[src/rtl/ks_nibble_seq_ctrl_if.sv]
// Bus bundle for the nibble-serial Kogge-Stone adder sequencer.
// master drives requests and operands; slave returns result and status.
interface ks_nibble_seq_ctrl_if #(
    parameter int NIBBLES = 4
) ();
    localparam int W = 4 * NIBBLES;

    logic         start;
    logic         clr;
    logic [W-1:0] op_a;
    logic [W-1:0] op_b;
    logic         cin;
    logic [W-1:0] sum;
    logic         cout;
    logic         ovf;
    logic         busy;
    logic         done;

    modport master (
        output start, clr, op_a, op_b, cin,
        input  sum, cout, ovf, busy, done
    );

    modport slave (
        input  start, clr, op_a, op_b, cin,
        output sum, cout, ovf, busy, done
    );
endinterface

[src/rtl/ks_nibble_seq_ctrl.sv]
// Nibble-serial adder: one 4-bit Kogge-Stone core reused NIBBLES times.
// Define KS_SEQ_OVF_EN to build the signed-overflow flag.
module ks_nibble_seq_ctrl #(
    parameter int NIBBLES = 4
) (
    input logic                clk,
    input logic                rst_n,
    ks_nibble_seq_ctrl_if.slave bus
);
    localparam int W  = 4 * NIBBLES;
    localparam int IW = (NIBBLES > 1) ? $clog2(NIBBLES) : 1;

    typedef enum logic [1:0] {
        IDLE,
        RUN,
        DONE
    } state_t;

    state_t        state_q;
    logic [W-1:0]  a_q;
    logic [W-1:0]  b_q;
    logic [W-1:0]  sum_q;
    logic [IW-1:0] idx_q;
    logic          carry_q;
    logic          cout_q;
    logic          busy_q;
    logic          done_q;

    logic [W-1:0]  a_sh;
    logic [W-1:0]  b_sh;
    logic [3:0]    na;
    logic [3:0]    nb;
    logic [3:0]    p;
    logic [3:0]    g;
    logic [3:0]    g1;
    logic [3:2]    p1;
    logic [3:0]    g2;
    logic [4:0]    c;
    logic [3:0]    ns;
    logic          last;

    // Current nibble of each operand, selected by the index register
    always_comb begin
        a_sh = a_q >> {idx_q, 2'b00};
        b_sh = b_q >> {idx_q, 2'b00};
        na   = a_sh[3:0];
        nb   = b_sh[3:0];
        last = (idx_q == IW'(NIBBLES - 1));
    end

    // Kogge-Stone core; carry-in folded into bit-0 generate
    always_comb begin
        p     = na ^ nb;
        g     = na & nb;
        g[0]  = g[0] | (p[0] & carry_q);
        g1[0] = g[0];
        g1[1] = g[1] | (p[1] & g[0]);
        g1[2] = g[2] | (p[2] & g[1]);
        g1[3] = g[3] | (p[3] & g[2]);
        p1[2] = p[2] & p[1];
        p1[3] = p[3] & p[2];
        g2[0] = g1[0];
        g2[1] = g1[1];
        g2[2] = g1[2] | (p1[2] & g1[0]);
        g2[3] = g1[3] | (p1[3] & g1[1]);
        c     = {g2, carry_q};
        ns    = p ^ c[3:0];
    end

`ifdef KS_SEQ_OVF_EN
    logic ovf_q;
`endif

    always_ff @(posedge clk or negedge rst_n) begin
        if (!rst_n) begin
            state_q <= IDLE;
            a_q     <= '0;
            b_q     <= '0;
            sum_q   <= '0;
            idx_q   <= '0;
            carry_q <= 1'b0;
            cout_q  <= 1'b0;
            busy_q  <= 1'b0;
            done_q  <= 1'b0;
`ifdef KS_SEQ_OVF_EN
            ovf_q   <= 1'b0;
`endif
        end else if (bus.clr) begin
            state_q <= IDLE;
            a_q     <= '0;
            b_q     <= '0;
            sum_q   <= '0;
            idx_q   <= '0;
            carry_q <= 1'b0;
            cout_q  <= 1'b0;
            busy_q  <= 1'b0;
            done_q  <= 1'b0;
`ifdef KS_SEQ_OVF_EN
            ovf_q   <= 1'b0;
`endif
        end else begin
            done_q <= 1'b0;
            unique case (state_q)
                IDLE: begin
                    if (bus.start) begin
                        a_q     <= bus.op_a;
                        b_q     <= bus.op_b;
                        carry_q <= bus.cin;
                        idx_q   <= '0;
                        sum_q   <= '0;
                        cout_q  <= 1'b0;
`ifdef KS_SEQ_OVF_EN
                        ovf_q   <= 1'b0;
`endif
                        busy_q  <= 1'b1;
                        state_q <= RUN;
                    end
                end
                RUN: begin
                    sum_q[idx_q*4 +: 4] <= ns;
                    carry_q             <= c[4];
                    if (last) begin
                        idx_q   <= '0;
                        cout_q  <= c[4];
`ifdef KS_SEQ_OVF_EN
                        ovf_q   <= c[3] ^ c[4];
`endif
                        busy_q  <= 1'b0;
                        done_q  <= 1'b1;
                        state_q <= DONE;
                    end else begin
                        idx_q <= idx_q + 1'b1;
                    end
                end
                DONE: begin
                    state_q <= IDLE;
                end
                default: begin
                    state_q <= IDLE;
                end
            endcase
        end
    end

    assign bus.sum  = sum_q;
    assign bus.cout = cout_q;
    assign bus.busy = busy_q;
    assign bus.done = done_q;
`ifdef KS_SEQ_OVF_EN
    assign bus.ovf  = ovf_q;
`else
    assign bus.ovf  = 1'b0;
`endif
endmodule

[src/flat_wrapper.sv]
// flat-port wrapper written by rule: the top's interface ports become plain ports
module ks_nibble_seq_ctrl_flat 
#(
    parameter int NIBBLES = 4
)
  (clk, rst_n, bus_start, bus_clr, bus_op_a, bus_op_b, bus_cin, bus_sum, bus_cout, bus_ovf, bus_busy, bus_done);
  ks_nibble_seq_ctrl_if #(.NIBBLES(NIBBLES)) bus_i ();
  input logic clk;
  input logic rst_n;
  input wire logic [$bits(bus_i.start)-1:0] bus_start;
  input wire logic [$bits(bus_i.clr)-1:0] bus_clr;
  input wire logic [$bits(bus_i.op_a)-1:0] bus_op_a;
  input wire logic [$bits(bus_i.op_b)-1:0] bus_op_b;
  input wire logic [$bits(bus_i.cin)-1:0] bus_cin;
  output wire logic [$bits(bus_i.sum)-1:0] bus_sum;
  output wire logic [$bits(bus_i.cout)-1:0] bus_cout;
  output wire logic [$bits(bus_i.ovf)-1:0] bus_ovf;
  output wire logic [$bits(bus_i.busy)-1:0] bus_busy;
  output wire logic [$bits(bus_i.done)-1:0] bus_done;
  assign bus_i.start = bus_start;
  assign bus_i.clr = bus_clr;
  assign bus_i.op_a = bus_op_a;
  assign bus_i.op_b = bus_op_b;
  assign bus_i.cin = bus_cin;
  assign bus_sum = bus_i.sum;
  assign bus_cout = bus_i.cout;
  assign bus_ovf = bus_i.ovf;
  assign bus_busy = bus_i.busy;
  assign bus_done = bus_i.done;
  ks_nibble_seq_ctrl #(.NIBBLES(NIBBLES)) u_core (.clk(clk), .rst_n(rst_n), .bus(bus_i));
endmodule
[config.mk]
export PLATFORM = sky130hd
export DESIGN_NAME = ks_nibble_seq_ctrl_flat
export DESIGN_NICKNAME = d
export VERILOG_FILES = /design/src/rtl/ks_nibble_seq_ctrl_if.sv /design/src/rtl/ks_nibble_seq_ctrl.sv /design/src/flat_wrapper.sv
export SDC_FILE = /design/constraint.sdc
export NUM_CORES = 1
export LEC_CHECK = 0
export CAP_MARGIN = 25
export CORE_MARGIN = 8
export CORE_UTILIZATION = 25
export CTS_BUF_LIST = sky130_fd_sc_hd__clkbuf_4 sky130_fd_sc_hd__clkbuf_8
export CTS_CLUSTER_DIAMETER = 80
export CTS_CLUSTER_SIZE = 20
export DETAILED_ROUTE_END_ITERATION = 12
export GPL_ROUTABILITY_DRIVEN = 0
export HOLD_SLACK_MARGIN = 0.15
export SETUP_SLACK_MARGIN = 0.1
export SLEW_MARGIN = 30
export SYNTH_ARGS = -nofsm -noshare
export SYNTH_HDL_FRONTEND = slang
export SYNTH_SLANG_ARGS = --single-unit
[constraint.sdc]
create_clock -name clk -period 7.6 [get_ports clk]
set_clock_uncertainty 0.15 [all_clocks]
set_input_delay 1.9 -clock clk [delete_from_list [all_inputs] [get_ports clk]]
set_output_delay 1.9 -clock clk [all_outputs]
set_load 0.005 [all_outputs]
# ---- After elaboration in Yosys (flattened, before gate mapping)
# Cells that the tools add are included.
# W data, S select, Z words.
dict set report op_classes {
  add_sub_neg 2
  multipliers 0
  n_div 0
  magnitude_cmp 0
  n_eq_ne 4
  shift 4
  n_mux 32
  bitwise 17
  reduce_logical 8
}
# cell n
set op_table {}
lappend op_table {{$mux W16} 8}
lappend op_table {{$neg A4 Y34} 1}
lappend op_table {{$shift A4 B34 Y16 const A} 1}
lappend op_table {{$shiftx A4 B34 Y16} 1}
lappend op_table {{$pmux W16 S2} 1}
lappend op_table {{$shr A16 B4 Y4} 2}
lappend op_table {{$bwmux W16} 1}
lappend op_table {{$mux W2} 6}
lappend op_table {{$mux W1} 11}
lappend op_table {{$and A1 B1 Y1} 8}
lappend op_table {{$pmux W2 S2} 2}
lappend op_table {{$xor A4 B4 Y4} 2}
lappend op_table {{$or A1 B1 Y1} 6}
lappend op_table {{$pmux W1 S2} 3}
lappend op_table {{$reduce_and A2 Y1} 3}
lappend op_table {{$and A4 B4 Y4} 1}
lappend op_table {{$reduce_bool A2 Y1} 2}
lappend op_table {{$ne A3 B2 Y1 const B} 1}
lappend op_table {{$ne A3 B3 Y1 const B} 1}
lappend op_table {{$reduce_and A3 Y1} 1}
lappend op_table {{$reduce_bool A3 Y1} 1}
lappend op_table {{$add A2 B1 Y2 const B} 1}
lappend op_table {{$eq A2 B1 Y1 const B} 1}
lappend op_table {{$eq A2 B2 Y1 const B} 1}
lappend op_table {{$logic_not A2 Y1} 1}
dict set report word_totals {
  ff_bits 56
  latchBits 0
  mem_bits_rw 0
  romBits 0
  in_bits 37
  out_inout_bits 20
  word_cells 76
  n_memories 0
}

# ---- Logic depth before layout (Yosys ltp)
dict set report depth {
  ltp_word 11
  mapped_depth 7
  ltp_nobuf 6
}

# ---- Worst setup path before layout
# OpenSTA, ideal clock, no wires.
dict set report synth_path {
  path_type {input port to flip-flop}
  start {in bus_start}
  end {reg u_core.a_q[11]}
  setup_ps 136
  t_arrival_ps 2612
  required_time_ps 7314
  setup_slack_ps 4701
  cell_stages 5
  n_path_buf 2
  path_cell_list {or3b_1 buf_6 buf_6 nand2_1 a21oi_1}
}
dict set report synth_between {
  elab_chain_len 2
}
# item line
set synth_lines {}
lappend synth_lines {{start: declaration} flat_wrapper.sv:10} ;# input wire logic [$bits(bus_i.start)-1:0] bus_start;
lappend synth_lines {{$reduce_bool A2 Y1 (no line)} n/a}
lappend synth_lines {{$reduce_and A2 Y1 (no line)} n/a}
lappend synth_lines {{end signal: assignment} ks_nibble_seq_ctrl.sv:106} ;# a_q <= bus.op_a;
lappend synth_lines {{end: declaration} ks_nibble_seq_ctrl.sv:20} ;# logic [W-1:0] a_q;
# Every way passes these cells.
# A chain may end at the register's enable or synchronous reset.

# ---- Worst setup path after layout
dict set report layout_path {
  start {in bus_start}
  end {reg u_core.a_q[8]}
}
# The elaborated chain is that of the path after synthesis.

==> impl_metrics.tcl <==
set metrics [dict create \
    status "finished, final reports clean" \
    synth_xor_area_frac 0.00326 \
    synthSimpleGateAreaFrac 0.138 \
    crit-reg2reg-launch "u_core.idx_q[0]" \
    leakage_uw 0.00147 \
    finalHoldViolations 0 \
    post_cts_buffers 0 \
    grt_pass1_vias 2120 \
    synth-adder-area-share 0.0476 \
    start_util 0.252 \
    cts_resized 0 \
    viasPerCell 4.55 \
    chipWidth_um 120 \
    min_period_ps 3550 \
    grt_max_degree 57 \
    period_share 0.467 \
    clk_path_buf_depth 2 \
    synth_fp_nets 292 \
    path_clk_slew_ps 110 \
    finalPower_uw 576 \
    synthMuxAreaShare 0.0840 \
    reg2regPathDepth 6 \
    async_reset_ff_frac 1.00 \
    ys_seq_area_frac 0.522 \
    diodes 0 \
    rsz0062_at_grt "false" \
    synth_top_family_by_area "compound AO/OA/AOI/OAI gates" \
    dp_hpwl_mm 4.85 \
    tns_ps 0 \
    track_usage 0.0949 \
    final_design_area_no_fill_um2 3430 \
    setup_violations 0 \
    core_um2 10700 \
    h-tree-depth 2 \
    synth_ff_type "dfrtp_1" \
    syn_inst 246 \
    peakVddDrop_uv 115 \
    slew_viol_final 0 \
    worst_pin_slew_ps 800 \
    num_vias 1990 \
    critPathCaptureType "register" \
    hold_path.class "reg2reg" \
    io_pins 57 \
    crit_fanout 34 \
    ys_types 35 \
    arrival_ps 3570 \
    crit_path_end "u_core.a_q[8]" \
    worstReg2RegEnd "u_core.carry_q" \
    slew_headroom 0.467 \
    required_ps 7620 \
    dr.pass1.iters 4 \
    max_cap_violations 0 \
    clkLatencyLatePin_ps 310 \
    grt_pass1_wl_mm 11.1 \
    synth_area_per_cell_um2 10.9 \
    drive_gt1_frac 0.101 \
    max_freq_ghz 0.282 \
    synth_edf_count 0 \
    die_y_um 120 \
    cts.hold.buffers_added 0 \
    antenna_found_initial 0 \
    crit_type "in2reg" \
    power.density_nw_per_um2 168 \
    netlist_area_um2 2680 \
    drc 0 \
    avgRoutedWirePerCell_um 15.3 \
    cp-startpoint "bus_start" \
    clock-root-buffer "clkbuf_8" \
    area_delta_synth_final_pct 27.8 \
    dieArea_um2 14300 \
    cts_tree "built" \
    fp-row-count 38 \
    place_area_um2 3340 \
    wirelength_mm 6.69 \
    drt_first_iter_violations 88 \
    cts_sinks 56 \
    synth_seq_cells 56 \
    numPortBuffers 55 \
    startpoint_type "input pin" \
    cts_buffers 5 \
    reg2reg_setup_slack_ps 4310 \
    overflow 0 \
    ys_warn_count 0 \
    ant_nets 0 \
    synth_compound_area_frac 0.156 \
    layout.nets 343 \
]
==> critical path, stage by stage <==
cell,delay [ps]
clkdlybuf4s50_1,620
or3b_2,790
nand2_1,170
a21oi_1,70
==> flip-flops by register name (all words and copies together), names as in the netlist <==
name             count
u_core.a_q          16
u_core.b_q          16
u_core.bus.busy      1
u_core.bus.cout      1
u_core.bus.done      1
u_core.bus.sum      16
u_core.carry_q       1
u_core.idx_q         2
u_core.state_q       2
==> worst min path at each step <==
stage / startpoint / to / slack [ps] / cells after the start
2_1_floorplan: u_core.bus.cout / u_core.bus.cout / 330 / 1
3_3_place_gp: u_core.bus.sum[6] / u_core.bus.sum[6] / 340 / 1
3_5_place_dp: u_core.bus.sum[11] / u_core.bus.sum[11] / 340 / 1
4_1_cts: u_core.bus.sum[11] / u_core.bus.sum[11] / 360 / 1
5_1_grt: u_core.bus.sum[11] / u_core.bus.sum[11] / 380 / 1
6_report: u_core.bus.sum[11] / u_core.bus.sum[11] / 360 / 1
==> logic make-up (layout without fill, tap and decap cells) <==
family	after synthesis	in the layout
multiplexers	12	12
adder cells (fa/ha/maj)	9	9
other	1	1
buffers and inverters	21	72
AND/OR/NAND/NOR	83	83
flip-flops	56	56
AO/OA/AOI/OAI	63	63
XOR/XNOR	1	1
==> cells in the mapped netlist, types with 2 or more instances <==
| master | instances | area share |
|---|---|---|
| a22oi_1 | 2 | 0.0056 |
| buf_6 | 5 | 0.021 |
| buf_2 | 5 | 0.0093 |
| nor2_1 | 7 | 0.0098 |
| a22o_1 | 12 | 0.039 |
| mux2_2 | 4 | 0.017 |
| clkbuf_1 | 4 | 0.0056 |
| a21oi_1 | 36 | 0.067 |
| nand2_1 | 64 | 0.090 |
| a211oi_1 | 2 | 0.0056 |
| fa_1 | 2 | 0.015 |
| mux4_2 | 8 | 0.067 |
| nor2b_1 | 2 | 0.0047 |
| and3_1 | 2 | 0.0047 |
| ha_1 | 7 | 0.033 |
| o21bai_1 | 2 | 0.0056 |
| dfrtp_1 | 56 | 0.52 |
| a32o_1 | 4 | 0.015 |
| inv_1 | 6 | 0.0084 |
==> per-stage QoR <==
step	hold slack, ps	utilization	std cells	worst slack, ps
after floorplan	329	-	246	4700
after global routing	383	0.322	437	3890
final	358	0.322	437	4050
after global placement	337	0.312	428	3500
after detailed placement	336	0.314	430	3720
after CTS	361	0.322	437	4030
==> layer usage <==
layer / up-vias / routed length [um] / track usage
met2: 49 / 3180 / 0.151
met4: 0 / 24 / 0.0211
met5: - / 0 / 0
met1: 975 / 3190 / 0.127
li1: 964 / - / -
met3: 2 / 300 / 0.0249
==> layout make-up <==
cell class              instances  area, um^2
inverters                       6        22.5
well taps                     140         175
flip-flops and latches         56        1400
clock inverters                 2        16.3
clock buffers                   5        68.8
repair buffers                 59         583
fillers                      1125        7220
multi-input cells             169        1160
==> cells in the final DEF (no fill, tap or decap), drive strengths merged, types with 4 or more instances in the layout <==
| cell type | instances |
|---|---|
| a32o | 4 |
| nor2 | 7 |
| a21oi | 37 |
| inv | 7 |
| mux4 | 8 |
| dfrtp | 56 |
| clkdlybuf4s50 | 54 |
| ha | 7 |
| buf | 5 |
| nand2 | 64 |
| clkbuf | 5 |
| a22o | 12 |
| mux2 | 4 |
==> power breakdown <==
| part | switching (uW) | internal, uW |
|---|---|---|
| Sequential | 10.6 | 309 |
| Clock | 99.8 | 64.6 |
| Combinational | 46.6 | 44.9 |
(Power assumes the default switching activity.)
